--- src/rtl/sign_contract_if.sv ---
// rtl/sign_contract_if.sv - Producer/consumer handshake bundle for the narrowing unit.
interface sign_contract_if #(
    parameter int WIDTH_IN  = 64,
    parameter int WIDTH_OUT = 26
);
    logic [WIDTH_IN-1:0]  in;
    logic                 sign;
    logic                 sat;
    logic                 in_valid;
    logic                 in_ready;
    logic [WIDTH_OUT-1:0] out;
    logic                 ovf;
    logic                 out_valid;
    logic                 out_ready;

    modport master (
        output in, sign, sat, in_valid, out_ready,
        input  in_ready, out, ovf, out_valid
    );

    modport slave (
        input  in, sign, sat, in_valid, out_ready,
        output in_ready, out, ovf, out_valid
    );
endinterface

--- src/rtl/sign_contract.sv ---
// rtl/sign_contract.sv - Two-stage narrowing unit with signed/unsigned range check,
// optional saturation and sticky overflow statistics.
module sign_contract #(
    parameter int WIDTH_IN  = 64,
    parameter int WIDTH_OUT = 26
) (
    input  logic        clk,
    input  logic        reset,
    sign_contract_if.slave bus,
    input  logic        clr_sticky,
    output logic        ovf_sticky,
    output logic [15:0] ovf_count
);
    localparam logic [WIDTH_OUT-1:0] SAT_POS = {1'b0, {(WIDTH_OUT-1){1'b1}}};
    localparam logic [WIDTH_OUT-1:0] SAT_NEG = {1'b1, {(WIDTH_OUT-1){1'b0}}};
    localparam logic [WIDTH_OUT-1:0] SAT_U   = {WIDTH_OUT{1'b1}};

    logic                 a_valid;
    logic [WIDTH_IN-1:0]  a_data;
    logic                 a_sign;
    logic                 a_sat;
    logic                 b_valid;
    logic [WIDTH_OUT-1:0] b_out;
    logic                 b_ovf;

    logic                 b_adv;
    logic                 a_adv;
    logic                 fits;
    logic                 ovf_event;
    logic [WIDTH_OUT-1:0] result;

    assign b_adv = !b_valid || bus.out_ready;
    assign a_adv = !a_valid || b_adv;

    assign bus.in_ready  = !reset && a_adv;
    assign bus.out       = b_out;
    assign bus.ovf       = b_ovf;
    assign bus.out_valid = b_valid;

    // Signed: the bits above the narrow sign bit must replicate it.
    always_comb begin
        fits   = 1'b0;
        result = a_data[WIDTH_OUT-1:0];
        if (a_sign) begin
            fits = (&a_data[WIDTH_IN-1:WIDTH_OUT-1]) || !(|a_data[WIDTH_IN-1:WIDTH_OUT-1]);
        end else begin
            fits = !(|a_data[WIDTH_IN-1:WIDTH_OUT]);
        end
        if (!fits && a_sat) begin
            if (a_sign) begin
                result = a_data[WIDTH_IN-1] ? SAT_NEG : SAT_POS;
            end else begin
                result = SAT_U;
            end
        end
    end

    assign ovf_event = b_valid && bus.out_ready && b_ovf;

    always_ff @(posedge clk) begin
        if (reset) begin
            a_valid <= 1'b0;
            a_data  <= '0;
            a_sign  <= 1'b0;
            a_sat   <= 1'b0;
            b_valid <= 1'b0;
            b_out   <= '0;
            b_ovf   <= 1'b0;
        end else begin
            if (b_adv) begin
                b_valid <= a_valid;
                if (a_valid) begin
                    b_out <= result;
                    b_ovf <= !fits;
                end
            end
            if (a_adv) begin
                a_valid <= bus.in_valid;
                if (bus.in_valid) begin
                    a_data <= bus.in;
                    a_sign <= bus.sign;
                    a_sat  <= bus.sat;
                end
            end
        end
    end

    // A clear in the same cycle as an overflow delivery clears first, then counts it.
    always_ff @(posedge clk) begin
        if (reset) begin
            ovf_sticky <= 1'b0;
            ovf_count  <= 16'd0;
        end else if (clr_sticky) begin
            ovf_sticky <= ovf_event;
            ovf_count  <= ovf_event ? 16'd1 : 16'd0;
        end else if (ovf_event) begin
            ovf_sticky <= 1'b1;
            if (ovf_count != 16'hFFFF) begin
                ovf_count <= ovf_count + 16'd1;
            end
        end
    end
endmodule

--- src/flat_wrapper.sv ---
// flat-port wrapper written by rule: the top's interface ports become plain ports
module sign_contract_flat 
#(
    parameter int WIDTH_IN  = 64,
    parameter int WIDTH_OUT = 26
)
  (clk, reset, clr_sticky, ovf_sticky, ovf_count, bus_in, bus_sign, bus_sat, bus_in_valid, bus_out_ready, bus_in_ready, bus_out, bus_ovf, bus_out_valid);
  sign_contract_if #(.WIDTH_IN(WIDTH_IN), .WIDTH_OUT(WIDTH_OUT)) bus_i ();
  input  logic clk;
  input  logic reset;
  input  logic clr_sticky;
  output logic ovf_sticky;
  output logic [15:0] ovf_count;
  input wire logic [$bits(bus_i.in)-1:0] bus_in;
  input wire logic [$bits(bus_i.sign)-1:0] bus_sign;
  input wire logic [$bits(bus_i.sat)-1:0] bus_sat;
  input wire logic [$bits(bus_i.in_valid)-1:0] bus_in_valid;
  input wire logic [$bits(bus_i.out_ready)-1:0] bus_out_ready;
  output wire logic [$bits(bus_i.in_ready)-1:0] bus_in_ready;
  output wire logic [$bits(bus_i.out)-1:0] bus_out;
  output wire logic [$bits(bus_i.ovf)-1:0] bus_ovf;
  output wire logic [$bits(bus_i.out_valid)-1:0] bus_out_valid;
  assign bus_i.in = bus_in;
  assign bus_i.sign = bus_sign;
  assign bus_i.sat = bus_sat;
  assign bus_i.in_valid = bus_in_valid;
  assign bus_i.out_ready = bus_out_ready;
  assign bus_in_ready = bus_i.in_ready;
  assign bus_out = bus_i.out;
  assign bus_ovf = bus_i.ovf;
  assign bus_out_valid = bus_i.out_valid;
  sign_contract #(.WIDTH_IN(WIDTH_IN), .WIDTH_OUT(WIDTH_OUT)) u_core (.clk(clk), .reset(reset), .bus(bus_i), .clr_sticky(clr_sticky), .ovf_sticky(ovf_sticky), .ovf_count(ovf_count));
endmodule
--- config.mk ---
export PLATFORM = sky130hd
export DESIGN_NAME = sign_contract_flat
export DESIGN_NICKNAME = d
export VERILOG_FILES = /design/src/rtl/sign_contract_if.sv /design/src/rtl/sign_contract.sv /design/src/flat_wrapper.sv
export SDC_FILE = /design/constraint.sdc
export NUM_CORES = 1
export LEC_CHECK = 0
export BUFFER_PORTS_ARGS = -buffer_cell sky130_fd_sc_hd__buf_2
export CORE_ASPECT_RATIO = 1.75
export CORE_MARGIN = 3
export CORE_UTILIZATION = 47
export DETAILED_ROUTE_END_ITERATION = 10
export PLACE_DENSITY = 0.79
export SYNTH_ARGS = -nofsm -noshare
export SYNTH_HDL_FRONTEND = slang
export SYNTH_SLANG_ARGS = --single-unit
export TNS_END_PERCENT = 5
--- constraint.sdc ---
create_clock -name clk -period 1.8 [get_ports clk]
set_input_delay 0.54 -clock clk [delete_from_list [all_inputs] [get_ports clk]]
set_output_delay 0.54 -clock clk [all_outputs]
set_load 0.01 [all_outputs]
==> impl_results.md <==
* Status: finished, violations left
* Failing checks: setup timing
* Worst setup margin at -61.8 ps
* TritonCTS Buffers at 9
* Worst setup SP type: register
* Crit path arrival time at 2090 ps
* GRT Total Usage at 0.221
* # diodes at 0
* Core area at 0.00878 mm2
* Nets at 708
* Layout cells sized above 1 at 0.321
* WL per Instance at 14.9 um
* Asr flop ratio synth at 0
* Worst skew pair latency at 350 ps
* GP Congestion at 0.878
* Number of DRC markers in iteration 0 at 284
* TritonRoute pass-1 iters at 5
* # H-tree levels at 3
* Post-CTS Hold Buffers at 0
* Synth top area share at 0.520
* Slew margin rel. at 0.257
* Clock Path Buffers at 2
* FILL cells at 741
* Final std cells w/o fill at 758
* Pwr Total at 5.19 mW
* Initial antenna violation count at 0
* Root buf cell: clkbuf_16
* Worst Tran Pin Value at 1110 ps
* Row count at 45
* Leading area contributor after synthesis: dfxtp_1
* Slowest-stage cell, CP: o31a_4
* Synth Register Bits at 112
* Pin count of the biggest net entering global routing at 53
* Warnings from Yosys at 0
* Count of pins over their slew limit at 0
* Area Overhead vs Synth at 33.7%
* Clock Pin Slew Worst Setup and Hold Paths at 80 ps
* Top Ports at 117
* Crit Path Category: register to register
* Die area at 0.0104 mm2
* CP Capture Type: register
* Post-route ant nets at 0
* Vias in the first global route at 4003
* First-pass GRT wire length at 18500 um
* Die height at 133 um
* Overflow left after global routing at 0
* Netlist cell types at 45
* Power per cell area at 899 mW/mm2
* Crit share post-route at 1.03
* Crit path largest cell delay at 420 ps
* Register area share after synthesis at 0.520
* Worst Hold Class: input pin to register
* DR vias/cell at 5.45
* Setup-failing EPs final at 25
* Hold slack at 422 ps
* Hpwl dp at 7740 um
* Fin Clk Skew at 11.0 ps
* Fin. Hold Viols at 0
* Dpl cells at 730
* RSZ-0062 raised after global routing: yes
* Max cap viols at 0
* Top cells by area, synth: dfxtp_1 (52%), nand2_1 (13%), a21oi_1 (8.8%)
* Starting Density at 0.491
* Vias at 4128
* Gate Count Post-Synth at 499
* Top FF cell, synth: dfxtp_1
* Port Buffer Count at 116
* Final min period at 1860 ps
* Die span in x at 78.4 um
* LEAKAGE at 2.45 nW
* Final WL at 11300 um
* Post-Synthesis Cell Area at 0.00431 mm2
* Fmax achieved at 537 MHz
* CTS tree: yes
* Worst-path maximum fanout at 7
* Mapped Nets at 571
* Worst VDD drop at 0.699 mV
* Clock sink count at 112
* Sequence of cells on the critical path: buf_6, nand4_1, nor4_1, and3_2, o31a_4, buf_12, a221o_1
* Required time of the critical path at 2030 ps
* Post-Syn Area per Cell at 8.64 um2
* Residual DRC at 0
* Post-synth EDFFs at 0
## layer usage
metal	track usage	part of all wire	up-vias
met1	0.237	0.37	1951
met5	0	0	-
li1	-	-	2032
met4	0.0866	0.025	0
met2	0.417	0.56	119
met3	0.0402	0.045	26
## worst max-delay path, delay by kind of cell (launching register included)
kind,cells,cell delay (ps)
AO/OA/AOI/OAI,2,730
AND/OR/NAND/NOR,3,370
flip-flops,1,360
buffers and inverters,2,280
## logic make-up after synthesis
logic type                 count (synthesis)  synth area share
xor gates and xnor gates                   7            0.0142
buffers and inverters                     35            0.0409
DFF                                      112             0.520
adders and majority gates                  1           0.00290
and+or+nand+nor                          223             0.243
AOI/OAI and AO/OA                        121             0.179
## cells in the final DEF, fill, tap and decap left out, drive strengths merged, types with 5 or more instances in the layout
master / count
nor2: 16
nor3: 8
dfxtp: 112
a21oi: 76
or3: 5
o21ai: 9
buf: 157
clkbuf: 9
nor4: 11
nand4: 15
a221o: 25
inv: 10
nand2: 145
## path summary, 6_finish.rpt
kind	start	endpoint	slack [ps]	cells past startpoint
max	u_core.a_data[26]$_SDFFE_PP0P_	u_core.bus.out[19]$_SDFFE_PP0P_	-60	7
max reg2reg	u_core.a_data[26]$_SDFFE_PP0P_	u_core.bus.out[19]$_SDFFE_PP0P_	-60	7
min reg2reg	u_core.a_data[13]$_SDFFE_PP0P_	u_core.a_data[13]$_SDFFE_PP0P_	460	2
min	bus_in[13]	u_core.a_data[13]$_SDFFE_PP0P_	420	3
## per-stage QoR
step / utilization / area [um2] / TNS (ps) / setup WS [ps]
after floorplan: - / 4310 / 0 / 56.6
after global placement: 0.588 / 5160 / -8540 / -297
after detailed placement: 0.588 / 5160 / -10500 / -372
after CTS: 0.651 / 5720 / -516 / -35.9
after global routing: 0.657 / 5770 / -3380 / -152
final: 0.657 / 5770 / -1140 / -61.8
## repair_timing
action,CTS,global route
pin swaps,35,1
gates cloned,4,0
buffers inserted,8,0
resized for setup,23,8
endpoints found under the setup margin,27,33
## cells in the mapped netlist, types with 3 or more instances
library cell  instances
nand2_1             145
dfxtp_1             112
a21oi_1              76
a221o_1              25
nor2_1               16
clkbuf_1             15
nand4_1              14
nor4_1               11
buf_2                 6
o21ai_0               6
buf_1                 5
buf_6                 5
nor3_2                5
or3_1                 5
inv_1                 4
nand3_1               4
xnor2_1               4
and3_1                3
o211ai_1              3
o21ai_1               3
or4_1                 3
xor2_1                3
## cell type report
| cell class | instances | area (um2) | area share |
|---|---|---|---|
| clock buffer | 9 | 225 | 0.0391 |
| sequential | 112 | 2250 | 0.391 |
| tap | 117 | 146 | 0.0254 |
| timing repair buffer | 157 | 1050 | 0.182 |
| multi-input combinational | 352 | 2000 | 0.347 |
| clock inverter | 7 | 78.8 | 0.0137 |
| inverter | 4 | 15.0 | 0.00260 |
## flip-flops by register name, indices dropped and copies added (netlist names)
signal / flops
u_core.a_data: 64
u_core.a_sat: 1
u_core.a_sign: 1
u_core.a_valid: 1
u_core.bus.out: 26
u_core.bus.out_valid: 1
u_core.bus.ovf: 1
u_core.ovf_count: 16
u_core.ovf_sticky: 1
## power breakdown
part | leakage (nW) | internal [mW] | switching [mW]
clock | 0.151 | 1.00 | 1.00
combinational | 1.38 | 0.246 | 0.262
sequential | 0.920 | 2.59 | 0.0850
No activity file was read; power rests on OpenSTA's default activity.
